--- src/rtl/wb_pkg.sv ---
// Shared types for the MEM/WB writeback stage: writeback source and load type encodings.
package wb_pkg;

  typedef enum logic [1:0] {
    ALU  = 2'd0,
    LOAD = 2'd1,
    LINK = 2'd2
  } wb_sel_t;

  typedef enum logic [2:0] {
    LW  = 3'd0,
    LH  = 3'd1,
    LHU = 3'd2,
    LB  = 3'd3,
    LBU = 3'd4
  } load_t;

  localparam logic [4:0] REG_ZERO = 5'd0;

endpackage

--- src/rtl/load_align.sv ---
// Little-endian load data alignment with sign/zero extension for word, halfword and byte loads.
module load_align
  import wb_pkg::*;
(
  input  logic [31:0] readData,
  input  logic [1:0]  offset,
  input  logic [2:0]  loadType,
  output logic [31:0] aligned
);

  logic [15:0] half;
  logic [7:0]  byte_sel;

  // offset[0] is ignored for halfwords; misaligned halfwords are not trapped
  assign half = offset[1] ? readData[31:16] : readData[15:0];

  always_comb begin
    byte_sel = readData[7:0];
    case (offset)
      2'd1:    byte_sel = readData[15:8];
      2'd2:    byte_sel = readData[23:16];
      2'd3:    byte_sel = readData[31:24];
      default: byte_sel = readData[7:0];
    endcase
  end

  always_comb begin
    aligned = readData;
    case (loadType)
      LH:      aligned = {{16{half[15]}}, half};
      LHU:     aligned = {16'd0, half};
      LB:      aligned = {{24{byte_sel[7]}}, byte_sel};
      LBU:     aligned = {24'd0, byte_sel};
      default: aligned = readData;
    endcase
  end

endmodule

--- src/rtl/writeback_stage.sv ---
// MEM/WB pipeline register, writeback mux, load-wait stall, forwarding tap and retire counter.
module writeback_stage
  import wb_pkg::*;
#(
  parameter int DATA_W = 32
) (
  input  logic              clk,
  input  logic              reset,
  input  logic              memValid,
  input  logic              memRegWrite,
  input  logic [4:0]        memDest,
  input  logic [1:0]        memWbSel,
  input  logic [2:0]        memLoadType,
  input  logic [DATA_W-1:0] memAluResult,
  input  logic [DATA_W-1:0] memPc8,
  input  logic [DATA_W-1:0] readData,
  input  logic              readValid,
  input  logic              stallIn,
  input  logic              flushIn,
  output logic              wr,
  output logic [4:0]        writeAddr,
  output logic [DATA_W-1:0] in,
  output logic              stallOut,
  output logic              fwdValid,
  output logic [4:0]        fwdAddr,
  output logic [DATA_W-1:0] fwdData,
  output logic [31:0]       retireCount
);

  logic              valid_q;
  logic              reg_write_q;
  logic [4:0]        dest_q;
  logic [1:0]        wb_sel_q;
  logic [2:0]        load_type_q;
  logic [DATA_W-1:0] alu_result_q;
  logic [DATA_W-1:0] pc8_q;
  logic [31:0]       retire_q;
  logic [DATA_W-1:0] load_data;
  logic              hold;
  logic              retire;

  assign stallOut = valid_q & (wb_sel_q == LOAD) & ~readValid;
  assign hold     = stallIn | stallOut;
  assign retire   = valid_q & ~stallOut & ~stallIn;

  always_ff @(posedge clk or posedge reset) begin
    if (reset) begin
      valid_q      <= 1'b0;
      reg_write_q  <= 1'b0;
      dest_q       <= REG_ZERO;
      wb_sel_q     <= ALU;
      load_type_q  <= LW;
      alu_result_q <= '0;
      pc8_q        <= '0;
    end else if (!hold) begin
      if (flushIn) begin
        valid_q <= 1'b0;
      end else begin
        valid_q      <= memValid;
        reg_write_q  <= memRegWrite;
        dest_q       <= memDest;
        wb_sel_q     <= memWbSel;
        load_type_q  <= memLoadType;
        alu_result_q <= memAluResult;
        pc8_q        <= memPc8;
      end
    end
  end

  always_ff @(posedge clk or posedge reset) begin
    if (reset) retire_q <= '0;
    else if (retire) retire_q <= retire_q + 32'd1;
  end

  load_align u_load_align (
    .readData (readData),
    .offset   (alu_result_q[1:0]),
    .loadType (load_type_q),
    .aligned  (load_data)
  );

  // reserved wbSel encoding falls back to the ALU result
  always_comb begin
    in = alu_result_q;
    case (wb_sel_q)
      LOAD:    in = load_data;
      LINK:    in = pc8_q;
      default: in = alu_result_q;
    endcase
  end

  assign wr          = valid_q & reg_write_q & (dest_q != REG_ZERO) & ~stallOut;
  assign writeAddr   = dest_q;
  assign fwdValid    = wr;
  assign fwdAddr     = writeAddr;
  assign fwdData     = in;
  assign retireCount = retire_q;

endmodule

--- config.mk ---
export PLATFORM = sky130hd
export DESIGN_NAME = writeback_stage
export DESIGN_NICKNAME = d
export VERILOG_FILES = /design/src/rtl/wb_pkg.sv /design/src/rtl/load_align.sv /design/src/rtl/writeback_stage.sv
export SDC_FILE = /design/constraint.sdc
export NUM_CORES = 1
export LEC_CHECK = 0
export CAP_MARGIN = 20
export CORE_ASPECT_RATIO = 1.4
export CORE_MARGIN = 1.5
export CORE_UTILIZATION = 35
export DETAILED_ROUTE_END_ITERATION = 8
export DONT_BUFFER_PORTS = 1
export MAX_ROUTING_LAYER = met4
export SLEW_MARGIN = 20
export SYNTH_ARGS = -nofsm -noshare
export SYNTH_HDL_FRONTEND = slang
export SYNTH_SLANG_ARGS = --single-unit
--- constraint.sdc ---
create_clock -name clk -period 6.7 [get_ports clk]
set_input_delay 1.34 -clock clk [delete_from_list [all_inputs] [get_ports clk]]
set_output_delay 1.34 -clock clk [all_outputs]
set_load 0.05 [all_outputs]
==> Flow_metrics.wiki, run 1 <==
{| class="wikitable"
! Metric !! Value
|-
| Register area share after synthesis || between 40% and 50%
|-
| Path type of the worst min-delay path || flop to flop
|-
| Clock buffer depth || 2
|-
| Initial Util || between 30% and 40%
|-
| RSZ-0062 raised after global routing || no
|-
| Sort of element at the start of the critical path || flop
|-
| Highest achievable clock rate || 212 MHz
|-
| Post-synth ARST share || 100%
|-
| Clock tree from TritonCTS || built
|-
| Biggest fanout along the worst timing path || 23
|-
| Post-Syn Instances || 595
|-
| Setup Skew || 0.00966 ns
|-
| Average detailed-routed wire length per instance || 22.7 um
|-
| Worst path required time || 5.36 ns
|-
| Yosys reg bits || approximately 110
|-
| Total congestion overflow || 0
|-
| Average instance area after synthesis || 10.4 um2
|-
| Number of setup buffers added after CTS || 0
|-
| Global-route wire length before repair || between 20000 and 30000 um
|-
| Crit path capture type || output pin
|-
| Minimum clock period after layout || 4.72 ns
|-
| Horizontal die dimension || 116 um
|-
| # rows || 57
|-
| Via count || 4506
|-
| Count of endpoints failing setup in the final report || 0
|-
| Switching component of the power || about 1.4 mW
|-
| Dominant register cell in the synthesized netlist || sky130_fd_sc_hd__dfrtp_1
|-
| Crit Reg-Reg Startpoint || wb_sel_q[1]
|-
| Total Power || 2.75 mW
|-
| Synthesized net count || between 700 and 800
|-
| Antenna-violating nets left || 0
|-
| Worst-Skew Late Latency || 0.36 ns
|-
| Critical Path, Cell by Cell || nor2_1 > xnor2_2 > buf_4 > o221ai_1 > o221ai_2 > buf_4
|-
| Yosys synthesis warning count || 0
|-
| Number of H-tree levels || 3
|-
| Drt total wl || 18100 um
|-
| Max-slew violations || 0
|-
| Internal Dissipation || 1.35 mW
|-
| Clock root buffer master || sky130_fd_sc_hd__clkbuf_16
|-
| Sw Ratio || 51.0%
|-
| WHS || 0.511 ns
|-
| End point of the most critical hold path || alu_result_q[19]
|-
| Peak per-stage delay on the critical path || 0.74 ns
|-
| Sequential fraction of design power || 32.6%
|-
| Hold-fix buffers, CTS || 0
|-
| Combinational cell fraction of total power || 46.6%
|-
| Number of clock sinks || 108
|-
| Post-synth EDFFs || 0
|-
| Layer with the highest usage after global routing || met2
|-
| CP max-delay cell || sky130_fd_sc_hd__o221ai_2
|-
| Routing usage on met1 || 20.4%
|-
| Met2 Use GR || 34.5%
|-
| Fill cell count || 1727
|-
| Area of the multi-input gates || ~3400 um2
|-
| Clk network pwr share || 20.7%
|-
| Via-per-instance ratio || roughly 5.7
|-
| Number of antenna violations at the first check in global routing || 4
|-
| # resized after CTS || 0
|-
| Launch point of the worst hold path || alu_result_q[19]
|-
| Number of search-and-repair iterations in the first detailed-routing pass || 6
|-
| Type of the worst setup path || flop to output pin
|-
| Area of the die || 18600 um2
|-
| Unique cell type count in the Yosys netlist || 53
|-
| Estimated wirelength of the detail-placed design || approximately 14000 um
|-
| Standard cell core area || 17400 um2
|-
| Post-synthesis cell area || 6210 um2
|-
| Crit path top cell by count || sky130_fd_sc_hd__buf_4
|-
| Ratio of cells with drive above 1 in the final layout || 31.7%
|-
| P_leak || between 2 and 3 nW
|-
| Total routing usage reported by global routing || 20.2%
|-
| Dpl ws || 2.20 ns
|-
| Register cell area after layout || 2700 um2
|-
| Worst Setup Slack, final || between 1.5 and 2 ns
|-
| Number of violations of the max-capacitance limit || 0
|-
| Met3 GRT Util || 6.83%
|-
| Final count of hold timing violations || 0
|-
| Maximum number of pins on one net before global-route repair || 69
|-
| Signed area change from the synthesized netlist to the final layout || 12.3%
|-
| Worst hold path depth || 1
|-
| Reg2reg end || alu_result_q[11]
|-
| Count of input and output buffers || 0
|-
| Pwr/cell area || 395 nW/um2
|-
| Final critical-path share of the clock period || 70.4%
|-
| Reg2Reg Setup Slack || 3.93 ns
|-
| Remaining design rule violation count || 0
|-
| Final-stage net count || 666
|-
| IR drop worst, VDD || 0.000175 V
|-
| DRC violation total after the first TritonRoute iteration || 368
|-
| Number of standard cells in the final layout excluding fillers || 795
|-
| CP Data Arrival Time || approximately 3.4 ns
|-
| Floorplan die height || 161 um
|-
| Total clock buffers created by CTS || 9
|-
| Setup total negative slack || 0 ns
|-
| Slew at the pin closest to its max-slew limit || 1.09 ns
|-
| I/O pin count || 222
|-
| Max_slew headroom || 27.3%
|-
| Cells after DPL || a little under 800
|-
| Result of the run || finished, final reports clean
|-
| Register-to-Register Path Depth || 7
|-
| Placer Congestion || 0.961
|-
| Clock transition at path regs || 0.08 ns
|-
| Via count of the first global-routing pass || 4748
|}
## placed cells by master, fill, tap and decap left out, types with 8 or more instances in the layout
master,n
sky130_fd_sc_hd__clkbuf_16,9
sky130_fd_sc_hd__nor2_1,41
sky130_fd_sc_hd__inv_1,15
sky130_fd_sc_hd__nor2b_1,10
sky130_fd_sc_hd__and3_1,12
sky130_fd_sc_hd__a21oi_1,26
sky130_fd_sc_hd__mux2_2,83
sky130_fd_sc_hd__nor4_2,9
sky130_fd_sc_hd__nand3_1,8
sky130_fd_sc_hd__o21ai_0,9
sky130_fd_sc_hd__xnor2_1,12
sky130_fd_sc_hd__a22o_1,8
sky130_fd_sc_hd__nand2_1,49
sky130_fd_sc_hd__a221oi_4,8
sky130_fd_sc_hd__buf_4,19
sky130_fd_sc_hd__a22oi_1,8
sky130_fd_sc_hd__xor2_1,19
sky130_fd_sc_hd__dfrtp_1,108
sky130_fd_sc_hd__o31ai_4,16
## how the worst max path moves through the flow
| stage | start | to | slack [ns] |
|---|---|---|---|
| after global placement | readData[31] | fwdData[29] | 2.21 |
| final | load_type_q[1] | fwdData[4] | 1.98 |
| after CTS | load_type_q[1] | fwdData[4] | 1.98 |
| after global routing | load_type_q[1] | fwdData[4] | 1.80 |
| after floorplan | readData[23] | in[30] | 1.74 |
| after detailed placement | readData[31] | fwdData[29] | 2.20 |
## state kept, by name, summed over array words and instances (netlist names)
signal,flops
wb_sel_q,2
valid_q,1
fwdAddr,5
reg_write_q,1
retireCount,32
load_type_q,3
alu_result_q,32
pc8_q,32
## power groups by stage
stage                     Combinational (mW)  Sequential [mW]  Clock, mW
after floorplan                         1.12            0.857          0
after global placement                  1.27            0.905          0
after detailed placement                1.29            0.912          0
after CTS                               1.29            0.899      0.593
after global routing                    1.35            0.913      0.613
final                                   1.28            0.898      0.571
## cell families (layout without fill, tap and decap cells)
| group | count (synthesis) | count (layout) | share of synthesized area [%] |
|---|---|---|---|
| buf+inv | 93 | 53 | 8.56 |
| mux | 85 | 85 | 15.6 |
| flops | 108 | 108 | 43.5 |
| simple gates | 165 | 165 | 14.5 |
| xor+xnor | 32 | 32 | 4.51 |
| compound gates | 109 | 109 | 12.8 |
| fa+ha+maj | 3 | 3 | 0.604 |
| other cells | 0 | 4 | 0 |
## synth_stat cells (10+ instances only)
library cell,instances,area share (%)
sky130_fd_sc_hd__buf_4,40,4.8
sky130_fd_sc_hd__a221oi_1,15,2.1
sky130_fd_sc_hd__nor2b_1,10,1.0
sky130_fd_sc_hd__o221ai_1,14,2.0
sky130_fd_sc_hd__mux2_2,83,15
sky130_fd_sc_hd__xor2_1,19,2.7
sky130_fd_sc_hd__o31ai_1,16,1.9
sky130_fd_sc_hd__xnor2_1,13,1.8
sky130_fd_sc_hd__inv_1,16,0.97
sky130_fd_sc_hd__nor2_1,41,2.5
sky130_fd_sc_hd__dfrtp_1,108,43
sky130_fd_sc_hd__clkbuf_1,15,0.91
sky130_fd_sc_hd__a21oi_1,26,2.1
sky130_fd_sc_hd__buf_2,14,1.1
sky130_fd_sc_hd__nand2_1,49,3.0
sky130_fd_sc_hd__and3_1,12,1.2
## worst max-delay path, delay by kind of cell (launching register included)
kind            cells  cell delay, ns
simple gates        1            0.69
compound gates      2            0.91
xor+xnor            1            0.17
flops               1            0.61
buf+inv             2            0.62
## layout make-up
type / instances / area share [%]
Timing Repair Buffer: 21 / 2.49
Inverter: 16 / 0.897
Clock buffer: 9 / 3.23
Multi-Input combinational cell: 394 / 49.0
Antenna cell: 4 / 0.143
Tap cell: 236 / 4.23
Sequential cell: 108 / 38.7
Clock inverter: 7 / 1.26
## metal layers
layer / vias to the layer above / part of all wire [%]
li1: 2017 / -
met1: 2210 / 34
met2: 237 / 52
met3: 42 / 9.5
met4: 0 / 4.7
met5: - / 0
## through the flow
step	instance area, um2	util, %
2_1_floorplan	6210	-
3_3_place_gp	6640	38.1
3_5_place_dp	6650	38.2
4_1_cts	6960	40.0
5_1_grt	6980	40.1
6_report	6980	40.1
Note: power is estimated with default switching activity, not from simulation.
==> run 2: changes to the inputs <==
- clock period: 6.7 -> 4.8 ns (I/O delays scaled with it)
==> run 2 against run 1 <==
Effect of this change:
- combinational power rose by 49%
- global-route usage fell by 0.53 points
- sequential power rose by 38%
- design area rose by 1.9%
- largest cell class unchanged
==> Flow_metrics.wiki, run 2 (same netlist as run 1, synthesis figures left out) <==
{| class="wikitable"
! Metric !! Value
|-
| Dpl ws || 1.23 ns
|-
| Clock buffer depth || 2
|-
| # resized after CTS || 0
|-
| Maximum number of pins on one net before global-route repair || 72
|-
| Number of setup buffers added after CTS || 0
|-
| Average detailed-routed wire length per instance || around 22 um
|-
| RSZ-0062 raised after global routing || no
|-
| Reg2Reg Setup Slack || 1.89 ns
|-
| Signed area change from the synthesized netlist to the final layout || 14.4%
|-
| Pwr/cell area || 540 nW/um2
|-
| Sort of element at the start of the critical path || flop
|-
| Setup Skew || 0.00876 ns
|-
| Minimum clock period after layout || a little under 4 ns
|-
| Standard cell core area || 17400 um2
|-
| Final-stage net count || 690
|-
| Worst Setup Slack, final || 0.861 ns
|-
| Utilization after layout || 40.9%
|-
| Highest achievable clock rate || about 250 MHz
|-
| Clock root buffer master || sky130_fd_sc_hd__clkbuf_16
|-
| Type of the worst setup path || flop to output pin
|-
| Number of violations of the max-capacitance limit || 0
|-
| I/O pin count || 222
|-
| Path type of the worst min-delay path || flop to flop
|-
| Max_slew headroom || 37.4%
|-
| Slew at the pin closest to its max-slew limit || 0.939 ns
|-
| Worst-Skew Late Latency || 0.35 ns
|-
| P_leak || 2.91 nW
|-
| Commonest cells after routing, fill and taps aside || 108 x sky130_fd_sc_hd__dfrtp_1, 83 x sky130_fd_sc_hd__mux2_2, 49 x sky130_fd_sc_hd__nand2_1
|-
| Most common cell after layout, fill and taps aside || sky130_fd_sc_hd__dfrtp_1
|-
| Total Power || 3.84 mW
|-
| Remaining design rule violation count || 0
|-
| Setup total negative slack || 0 ns
|-
| Global-route wire length before repair || 26800 um
|-
| Total congestion overflow || 0
|-
| Max-slew violations || 0
|-
| Number of H-tree levels || 3
|-
| Initial Util || 35.7%
|-
| Crit path capture type || output pin
|-
| Result of the run || finished, final reports clean
|-
| Clock tree from TritonCTS || built
|-
| DP Area || roughly 7000 um2
|-
| CP Data Arrival Time || slightly below 3 ns
|-
| Placer Congestion || about 0.86
|-
| Antenna-violating nets left || 0
|-
| Count of input and output buffers || 0
|-
| Worst path required time || 3.84 ns
|-
| Total routing usage reported by global routing || 19.7%
|-
| Horizontal die dimension || 116 um
|-
| Clock transition at path regs || 0.07 ns
|-
| Number of clock sinks || 108
|-
| Ratio of cells with drive above 1 in the final layout || approximately a third
|-
| Number of search-and-repair iterations in the first detailed-routing pass || 4
|-
| # rows || 57
|-
| Final critical-path share of the clock period || 82.1%
|-
| Number of antenna violations at the first check in global routing || 4
|-
| DRC violation total after the first TritonRoute iteration || 255
|-
| Drt total wl || 17700 um
|-
| Via-per-instance ratio || 5.55
|-
| Total clock buffers created by CTS || 9
|-
| Count of endpoints failing setup in the final report || 0
|-
| Via count of the first global-routing pass || 4705
|-
| Floorplan die height || 161 um
|-
| Area of the die || 18600 um2
|-
| Final count of hold timing violations || 0
|-
| Via count || ~4.5k
|-
| Estimated wirelength of the detail-placed design || 13700 um
|-
| Biggest fanout along the worst timing path || 34
|-
| IR drop worst, VDD || approximately 0.00030 V
|-
| Hold-fix buffers, CTS || 0
|-
| Post-route design area || 7110 um2
|}
==> run 2: cell count changes in the layout (fill, tap and decap cells not counted), moves of 2 or more <==
| cell | change |
|---|---|
| sky130_fd_sc_hd__clkinv_2 | +2 |
| sky130_fd_sc_hd__buf_4 | +24 |
| sky130_fd_sc_hd__inv_8 | -2 |
| sky130_fd_sc_hd__inv_6 | -4 |
| sky130_fd_sc_hd__clkinvlp_4 | +3 |
==> run 2: power breakdown <==
part | total (mW) | internal [mW] | leakage, nW | switching, mW
logic | 1.91 | 0.529 | 1.46 | 1.38
clock network | 0.691 | 0.352 | 0.124 | 0.339
registers | 1.24 | 1.03 | 1.32 | 0.207
==> run 2: final timing paths <==
| path | start | endpoint | depth (start not counted) |
|---|---|---|---|
| max | wb_sel_q[0] | fwdData[10] | 7 |
| min | alu_result_q[30] | alu_result_q[30] | 1 |
| max reg2reg | wb_sel_q[0] | pc8_q[12] | 6 |
| min reg2reg | alu_result_q[30] | alu_result_q[30] | 1 |
| max in group asynchronous | reset | retireCount[17] | 2 |
| min in group asynchronous | reset | alu_result_q[2] | 1 |
==> run 2: area by class of cell <==
type	instances	area [um2]
clock inverters	6	41.3
fillers	1714	10300
multi-input cells	394	3410
inverters	16	62.6
repair buffers	45	354
diodes	4	10.0
flip-flops and latches	108	2700
well taps	236	295
clock buffers	10	229
==> run 2: per-stage QoR <==
stage | hold slack, ns | cells
floorplan | 0.481 | 595
global placement | 0.490 | 799
detailed placement | 0.496 | 799
CTS | 0.513 | 815
global route | 0.526 | 819
finish | 0.510 | 819
==> run 2: routing by layer <==
layer | vias up | global-route usage, % | wire, um | share of wire (%)
li1 | 2069 | - | - | -
met1 | 2250 | 19.7 | 6100 | 35
met2 | 202 | 34.7 | 9420 | 53
met3 | 24 | 7.02 | 1650 | 9.4
met4 | 0 | 7.18 | 492 | 2.8
met5 | - | - | 0 | 0
==> run 2: worst max-delay path: stages (launching register included) <==
cell                       delay (ns)
sky130_fd_sc_hd__dfrtp_1         0.38
sky130_fd_sc_hd__inv_1           0.06
sky130_fd_sc_hd__ha_2            0.71
sky130_fd_sc_hd__buf_4           0.54
sky130_fd_sc_hd__a21oi_1         0.17
sky130_fd_sc_hd__and3_1          0.23
sky130_fd_sc_hd__a221oi_4        0.18
sky130_fd_sc_hd__buf_4           0.33
==> run 3: changes to the inputs <==
- clock period: 4.8 -> 3.85 ns (I/O delays scaled with it)
==> run 3 against run 2 <==
Effect of this change:
- clock power rose by 41%
- global-route usage rose by 0.87 points
- power rose by 33%
- die area did not move
- via count rose by 0.79%
- design area rose by 4.4%
- clock skew rose by 0.00072 ns
- flip-flop and latch count did not move
- sequential share of layout area fell by 1.6 points
- critical path type unchanged
- critical endpoint is now fwdData[2]
==> Flow_metrics.wiki, run 3 (same netlist as run 1, synthesis figures left out) <==
{| class="wikitable"
! Metric !! Value
|-
| Area of the die || 18600 um2
|-
| Path type of the worst min-delay path || input port to async pin
|-
| Biggest fanout along the worst timing path || 22
|-
| Via count of the first global-routing pass || 4884
|-
| Global-route wire length before repair || 27700 um
|-
| Number of clock sinks || 108
|-
| Max_slew headroom || 39.2%
|-
| Placer Congestion || about 0.87
|-
| Crit Reg-Reg Startpoint || wb_sel_q[1]
|-
| Reg2Reg Setup Slack || 1.10 ns
|-
| Peak per-stage delay on the critical path || between 0.6 and 0.7 ns
|-
| Via-per-instance ratio || 5.50
|-
| Final-stage net count || 700
|-
| Total routing usage reported by global routing || 20.5%
|-
| Worst setup path start || load_type_q[1]
|-
| Internal Dissipation || 2.64 mW
|-
| Switching component of the power || 2.48 mW
|-
| P_leak || 3.05 nW
|-
| Ratio of cells with drive above 1 in the final layout || 35.7%
|-
| # resized after CTS || 0
|-
| Clock tree from TritonCTS || built
|-
| Register-to-Register Path Depth || 7
|-
| Critical Path, Cell by Cell || or3b_2 > a21o_1 > a221oi_1 > o221ai_2 > buf_4
|-
| Sw Ratio || between 40% and 50%
|-
| Remaining design rule violation count || 0
|-
| Count of endpoints failing setup in the final report || 0
|-
| CP Data Arrival Time || 2.62 ns
|-
| Number of violations of the max-capacitance limit || 0
|-
| Number of search-and-repair iterations in the first detailed-routing pass || 4
|-
| Average detailed-routed wire length per instance || approximately 22 um
|-
| Crit path capture type || output pin
|-
| Clock root buffer master || sky130_fd_sc_hd__clkbuf_16
|-
| Minimum clock period after layout || roughly 3.4 ns
|-
| Sort of element at the start of the critical path || flop
|-
| Clock buffer depth || 2
|-
| Most common cell after layout, fill and taps aside || sky130_fd_sc_hd__dfrtp_1
|-
| # rows || 57
|-
| DRC violation total after the first TritonRoute iteration || 245
|-
| Total clock buffers created by CTS || 9
|-
| Reg2reg end || pc8_q[6]
|-
| Maximum number of pins on one net before global-route repair || 72
|-
| Highest achievable clock rate || a little under 300 MHz
|-
| Max-slew violations || 0
|-
| Slew at the pin closest to its max-slew limit || 0.907 ns
|-
| IR drop worst, VDD || between 0.0003 and 0.0004 V
|-
| Worst path required time || 3.08 ns
|-
| Count of input and output buffers || 0
|-
| Clk network pwr share || 19.0%
|-
| Setup Skew || 0.00948 ns
|-
| Via count || 4581
|-
| Number of antenna violations at the first check in global routing || 8
|-
| I/O pin count || 222
|-
| CP max-delay cell || sky130_fd_sc_hd__dfrtp_1
|-
| Estimated wirelength of the detail-placed design || 14300 um
|-
| WHS || 0.362 ns
|-
| Number of H-tree levels || 3
|-
| Final critical-path share of the clock period || 87.9%
|-
| Utilization after layout || a little over two fifths
|-
| Antenna-violating nets left || 0
|-
| Hold-fix buffers, CTS || 0
|-
| Floorplan die height || between 150 and 200 um
|-
| Horizontal die dimension || 116 um
|-
| Clock transition at path regs || 0.08 ns
|-
| RSZ-0062 raised after global routing || no
|-
| Combinational cell fraction of total power || 52.0%
|-
| Sequential fraction of design power || between 20% and 30%
|-
| Drt total wl || 18300 um
|-
| Final count of hold timing violations || 0
|-
| Standard cell core area || 17400 um2
|-
| Cells after DPL || 809
|-
| Total congestion overflow || 0
|-
| Signed area change from the synthesized netlist to the final layout || 19.4%
|-
| Number of setup buffers added after CTS || 0
|-
| Result of the run || finished, final reports clean
|-
| Pwr/cell area || roughly 690 nW/um2
|-
| Commonest cells after routing, fill and taps aside || 108 x sky130_fd_sc_hd__dfrtp_1, 83 x sky130_fd_sc_hd__mux2_2, 49 x sky130_fd_sc_hd__nand2_1
|-
| Worst-Skew Late Latency || 0.35 ns
|-
| Initial Util || 35.7%
|-
| Type of the worst setup path || flop to output pin
|-
| Number of standard cells in the final layout excluding fillers || 833
|}
==> run 3: through the flow <==
step	instance area, um2	power [mW]	setup WS (ns)	TNS, ns
2_1_floorplan	6210	3.44	-0.0318	-0.287
3_3_place_gp	7090	4.14	0.673	0
3_5_place_dp	7090	4.19	0.650	0
4_1_cts	7400	5.18	0.447	0
5_1_grt	7420	5.36	0.325	0
6_report	7420	5.12	0.465	0
==> run 3: critical path: cells and delay by family (launching register included) <==
kind / cells / cell delay, ns
compound gates: 3 / 0.77
buf+inv: 1 / 0.25
flops: 1 / 0.62
simple gates: 1 / 0.62
==> run 3: area by class of cell <==
type,count,area [um2]
Antenna cell,8,20.0
Clock buffer,9,225
Clock inverter,7,81.3
Fill cell,1721,9980
Inverter,16,62.6
Multi-Input combinational cell,394,3400
Sequential cell,108,2700
Tap cell,236,295
Timing Repair Buffer,55,629
==> run 3: power groups by stage <==
stage | Sequential (mW) | Clock, mW | Combinational, mW
3_3_place_gp | 1.49 | 0 | 2.65
4_1_cts | 1.48 | 1.01 | 2.68
2_1_floorplan | 1.49 | 0 | 1.95
6_report | 1.48 | 0.973 | 2.66
3_5_place_dp | 1.51 | 0 | 2.68
5_1_grt | 1.51 | 1.06 | 2.80
==> run 3: how the worst max path moves through the flow <==
stage	end	slack [ns]	cells after the start
final	fwdData[2]	0.46	5
after global routing	fwdData[2]	0.32	5
after CTS	fwdData[2]	0.45	5
after detailed placement	fwdData[29]	0.65	6
after global placement	fwdData[29]	0.67	6
after floorplan	in[16]	-0.03	7
==> run 3: per-layer routing <==
| layer | wire length [um] | global-route usage (%) | vias to the layer above |
|---|---|---|---|
| li1 | - | - | 2095 |
| met1 | 6270 | 19.8 | 2257 |
| met2 | 9720 | 35.3 | 197 |
| met3 | 1690 | 8.38 | 32 |
| met4 | 665 | 9.60 | 0 |
| met5 | 0 | - | - |
